==> config.mk <==
export PLATFORM = sky130hd
export DESIGN_NAME = data_burst_source
export DESIGN_NICKNAME = d
export VERILOG_FILES = /design/src/rtl/data_burst_pkg.sv /design/src/rtl/data_burst_source_fifo.sv /design/src/rtl/data_burst_source.sv
export SDC_FILE = /design/constraint.sdc
export NUM_CORES = 1
export LEC_CHECK = 0
export CAP_MARGIN = 25
export CORE_MARGIN = 5
export CORE_UTILIZATION = 63
export CTS_BUF_LIST = sky130_fd_sc_hd__clkbuf_8
export DETAILED_ROUTE_END_ITERATION = 7
export PLACE_DENSITY = 0.83
export SKIP_LAST_GASP = 1
export SYNTH_ARGS = -nofsm -noshare
export SYNTH_HDL_FRONTEND = slang
export SYNTH_HIERARCHICAL = 1
export SYNTH_SLANG_ARGS = --single-unit
==> constraint.sdc <==
create_clock -name clock -period 4.66 [get_ports clock]
set_input_delay 0.466 -clock clock [delete_from_list [all_inputs] [get_ports clock]]
set_output_delay 0.466 -clock clock [all_outputs]
set_load 0.1 [all_outputs]
==> src/rtl/data_burst_pkg.sv <==
// Shared burst parameters and FSM encoding.
// Used by the burst source and the capture buffer.
package data_burst_pkg;

  localparam int BURST_WIDTH  = 16;
  localparam int BURST_CYCLES = 8;

  typedef enum logic [1:0] {
    IDLE  = 2'd0,
    START = 2'd1,
    SEND  = 2'd2
  } state_t;

endpackage

==> src/rtl/data_burst_source_fifo.sv <==
// Synchronous FIFO with a combinational head word.
// Pointers wrap modulo DEPTH (power of two).
module burst_fifo
  import data_burst_pkg::*;
#(
  parameter int WIDTH = BURST_WIDTH,
  parameter int DEPTH = 16
) (
  input  logic                     clock,
  input  logic                     reset,
  input  logic                     push,
  input  logic [WIDTH-1:0]         push_data,
  input  logic                     pop,
  output logic [WIDTH-1:0]         head,
  output logic [$clog2(DEPTH):0]   count,
  output logic                     full,
  output logic                     empty
);

  localparam int AW = $clog2(DEPTH);

  logic [WIDTH-1:0] mem_q [DEPTH];
  logic [AW-1:0]    wr_ptr_q, wr_ptr_d;
  logic [AW-1:0]    rd_ptr_q, rd_ptr_d;
  logic [AW:0]      count_q, count_d;
  logic             push_ok, pop_ok;

  assign full    = (count_q == (AW+1)'(DEPTH));
  assign empty   = (count_q == '0);
  assign push_ok = push && !full;
  assign pop_ok  = pop && !empty;
  assign head    = mem_q[rd_ptr_q];
  assign count   = count_q;

  // Next pointer and occupancy values.
  always_comb begin
    wr_ptr_d = wr_ptr_q;
    rd_ptr_d = rd_ptr_q;
    count_d  = count_q;
    if (push_ok) wr_ptr_d = wr_ptr_q + 1'b1;
    if (pop_ok)  rd_ptr_d = rd_ptr_q + 1'b1;
    case ({push_ok, pop_ok})
      2'b10:   count_d = count_q + 1'b1;
      2'b01:   count_d = count_q - 1'b1;
      default: count_d = count_q;
    endcase
  end

  // Pointer and occupancy registers.
  always_ff @(posedge clock or posedge reset) begin
    if (reset) begin
      wr_ptr_q <= '0;
      rd_ptr_q <= '0;
      count_q  <= '0;
    end else begin
      wr_ptr_q <= wr_ptr_d;
      rd_ptr_q <= rd_ptr_d;
      count_q  <= count_d;
    end
  end

  // Storage array; contents need no reset.
  always_ff @(posedge clock) begin
    if (push_ok) mem_q[wr_ptr_q] <= push_data;
  end

endmodule

==> src/rtl/data_burst_source.sv <==
// Buffers a word stream and replays it as fixed
// CYCLES-word bursts behind a one-cycle start strobe.
module data_burst_source
  import data_burst_pkg::*;
#(
  parameter int WIDTH  = BURST_WIDTH,
  parameter int CYCLES = BURST_CYCLES,
  parameter int DEPTH  = 16
) (
  input  logic                   clock,
  input  logic                   reset,
  input  logic                   in_valid,
  input  logic [WIDTH-1:0]       in_data,
  output logic                   in_ready,
  output logic                   data_start,
  output logic [WIDTH-1:0]       data,
  output logic                   busy,
  output logic [$clog2(DEPTH):0] fifo_count
);

  localparam int BW = (CYCLES > 1) ? $clog2(CYCLES) : 1;
  localparam int CW = $clog2(DEPTH) + 1;

  state_t           state_q, state_d;
  logic [BW-1:0]    beat_q, beat_d;
  logic             start_q, start_d;
  logic             busy_q, busy_d;
  logic [WIDTH-1:0] data_q, data_d;

  logic             push, pop, full, empty;
  logic [WIDTH-1:0] head;
  logic [CW-1:0]    count;
  logic [CW:0]      occ;

  assign in_ready = !full;
  assign push     = in_valid && !full;
  // Occupancy seen at the last beat, where no pop occurs.
  assign occ      = {1'b0, count} + {{CW{1'b0}}, push};

  burst_fifo #(
    .WIDTH (WIDTH),
    .DEPTH (DEPTH)
  ) u_fifo (
    .clock     (clock),
    .reset     (reset),
    .push      (push),
    .push_data (in_data),
    .pop       (pop),
    .head      (head),
    .count     (count),
    .full      (full),
    .empty     (empty)
  );

  // Burst sequencing; pop on every edge that enters a word cycle.
  always_comb begin
    state_d = state_q;
    beat_d  = beat_q;
    pop     = 1'b0;
    unique case (state_q)
      IDLE: begin
        if (count >= CW'(CYCLES)) state_d = START;
      end
      START: begin
        state_d = SEND;
        beat_d  = '0;
        pop     = !empty;
      end
      SEND: begin
        if (beat_q == BW'(CYCLES - 1)) begin
          if (occ >= (CW+1)'(CYCLES)) state_d = START;
          else                        state_d = IDLE;
        end else begin
          beat_d = beat_q + 1'b1;
          pop    = !empty;
        end
      end
      default: state_d = IDLE;
    endcase
    start_d = (state_d == START);
    busy_d  = (state_d != IDLE);
    data_d  = pop ? head : '0;
  end

  // State and registered outputs.
  always_ff @(posedge clock or posedge reset) begin
    if (reset) begin
      state_q <= IDLE;
      beat_q  <= '0;
      start_q <= 1'b0;
      busy_q  <= 1'b0;
      data_q  <= '0;
    end else begin
      state_q <= state_d;
      beat_q  <= beat_d;
      start_q <= start_d;
      busy_q  <= busy_d;
      data_q  <= data_d;
    end
  end

  assign data_start = start_q;
  assign busy       = busy_q;
  assign data       = data_q;
  assign fifo_count = count;

endmodule
==> results.yml <==
status:
  outcome: "completed"
worst_setup_path:
  arrival_ps: 4160
  worstPathRequired_ps: 5080
  critPathMaxFanout: 17
  critPathCaptureType: "flop"
  critPathKind: "reg -> reg"
  ff2ff_setup_slack_ps: 920
  setup.worst_path.start_class: "flop"
sta:
  tns_ps: 0
  worst_pin_slew_ps: 980
  finalCritPeriodShare_pct: 80.3
  min_period_ps: 3740
  fin_skew_ps: 10.3
  setup-violations-final: 0
  timing.slew.headroom_pct: 34.5
  finalHoldViolCount: 0
  slew_viol_final: 0
  rsz0062_at_grt: "no"
  hold_slack_ps: 293
  max_freq_mhz: 267
  setup_ws_ps: 920
place:
  place_congestion: 0.864
  dp.cells: 898
  dp_slack_ps: 943
  dpl-instance-area_um2: 12500
  dp_hpwl_um: 13400
  place.port_buffers: 42
grt:
  antenna_found_initial: 0
  grt_max_degree: 61
  grt_pass1_wl_um: 36200
  grt_pass1_vias: 6574
  gr-total-overflow: 0
  grt_use_total_pct: 22.0
route:
  drt_first_pass_iters: 5
  ant_nets: 0
  vias: 6117
  routed_wl_um: 23200
  drc_errors: 0
  avgViaCountPerCell: 6.24
  dr.first_iter.drc_count: 412
  routedWlPerCell_um: 23.6
synth:
  post_synth_num_cell_types: 48
  synth_area_per_cell_um2: 18.8
  synth_seq_cells: 292
  yosysTopAreaCell: "edfxtp_1"
  async_reset_ff_share_pct: 12.3
  synth_area_um2: 11900
  netlist_instances: 634
  synth_seq_area_share_pct: 72.2
  synth_area_leaders: "edfxtp_1 65%, dfrtp_1 7.6%, mux4_2 6.1%, mux2i_1 5.5%, a221oi_2 3.7%"
  syn-num-nets: 671
  synth.top_cell.area_share_pct: 64.6
  synth_edf_count: 256
  synth.yosys.warnings: 6
  ys.flop_type: "edfxtp_1"
power_and_ir_drop:
  leakage_nw: 4.84
  p_total_mw: 8.68
  power.density_nw_per_um2: 649
  ir_worst_vdd_uv: 502
die:
  num_io_pins: 43
  dieArea_um2: 21700
  core-area_um2: 18600
  die_x_um: 147
  start_util_pct: 63.8
  die-height_um: 147
  rows: 50
clocking:
  clkSinkCount: 292
  cts_hold_buf: 0
  postCtsSetupBuffers: 0
  cts-root-buf: "clkbuf_8"
  insertion_delay_ps: 540
  cts_max_level: 2
  cts_buffers: 45
  postCtsResizedCells: 0
  clkTransAtPathRegs_ps: 60
  cts_tree: "done"
  clk_path_buf_depth: 3
cells_and_area:
  layout.cells.most_common_list: "256 x edfxtp_1, 65 x mux2i_1, 50 x clkbuf_8"
  multi_input_area_um2: 2980
  fillers: 1092
  layout-drive-gt1-share_pct: 20.6
  layout.cells.non_filler: 981
  final-seq-area_um2: 8590
  fin_util_pct: 71.7
  final_common_cell: "edfxtp_1"
  finish.instance_area_um2: 13400
  antenna_cells: 0
  area_growth_pct: 12.4
  finish.net_count: 749
worst_hold_path:
  hold_path.class: "in -> async"
job:
  drv_cap: 0
## cell type report
cell class                      instances  area share (%)
Tap cell                              234            2.19
Multi-Input combinational cell        293            22.3
Clock inverter                         32           0.945
Inverter                               14           0.393
Timing Repair Buffer                   66            4.76
Sequential cell                       292            64.3
Clock buffer                           50            5.15
## cell usage after synthesis (3+ instances only)
cell      instances
a21oi_1           4
a221oi_1          3
a221oi_2         29
a22o_1            3
a22oi_1          16
and2_1           17
buf_1             3
buf_2             6
buf_4             7
buf_6            10
clkbuf_1          5
dfrtp_1          36
edfxtp_1        256
ha_1             17
inv_1            13
mux2i_1          65
mux4_2           32
nand2_1          25
nand3_1           4
nor2_1           16
nor2b_1           3
nor3_1            4
o21ai_0          18
xnor2_1           8
xor2_1            3
## path summary, 6_finish.rpt
| path | start | depth (start not counted) | to |
|---|---|---|---|
| max in group asynchronous | reset | 3 | data[5] |
| worst min register to register | beat_q[1] | 1 | beat_q[1] |
| worst max register to register | beat_q[0] | 15 | u_fifo/count[4] |
| worst max-delay path | beat_q[0] | 15 | u_fifo/count[4] |
| worst min-delay path | reset | 2 | u_fifo/count[2] |
| min in group clock | beat_q[1] | 1 | beat_q[1] |
## layer usage
metal	wire length (um)	track usage, %
met1	9290	27.3
met2	12000	38.7
met3	1160	4.02
met4	675	8.67
met5	0	0
## state kept, by name, summed over array words and instances, names as in the netlist
| name | count |
|---|---|
| u_fifo/mem_q | 256 |
| data | 16 |
| u_fifo/count | 5 |
| u_fifo/rd_ptr_q | 4 |
| u_fifo/wr_ptr_q | 4 |
| beat_q | 3 |
| state_q | 2 |
| busy | 1 |
| data_start | 1 |
## cell families (layout without fill, tap and decap cells)
kind of cell / Yosys count / after routing / share of synthesized area, %
compound gates: 80 / 80 / 6.43
xor+xnor: 11 / 11 / 0.810
fa+ha+maj: 18 / 18 / 1.96
simple gates: 84 / 84 / 3.87
buf+inv: 49 / 162 / 2.92
mux: 100 / 100 / 11.8
flops: 292 / 292 / 72.2
## worst max-delay path, cell delays in order, from the launching register on
cell,delay [ps]
dfrtp_1,410
ha_1,210
ha_1,290
nor2b_4,160
nor2_2,50
nor3b_4,160
buf_4,280
nor2b_1,420
ha_1,320
inv_1,110
fa_1,410
nor2b_1,120
o21ai_1,80
nand3_1,90
or3b_1,370
xnor2_1,130
## power breakdown
part	total, mW	internal, mW	switching (mW)
combinational	3.28	1.18	2.10
clock	1.90	0.980	0.920
sequential	3.51	3.24	0.269
total	8.68	5.39	3.29
Power figures use the tool's default switching activity.
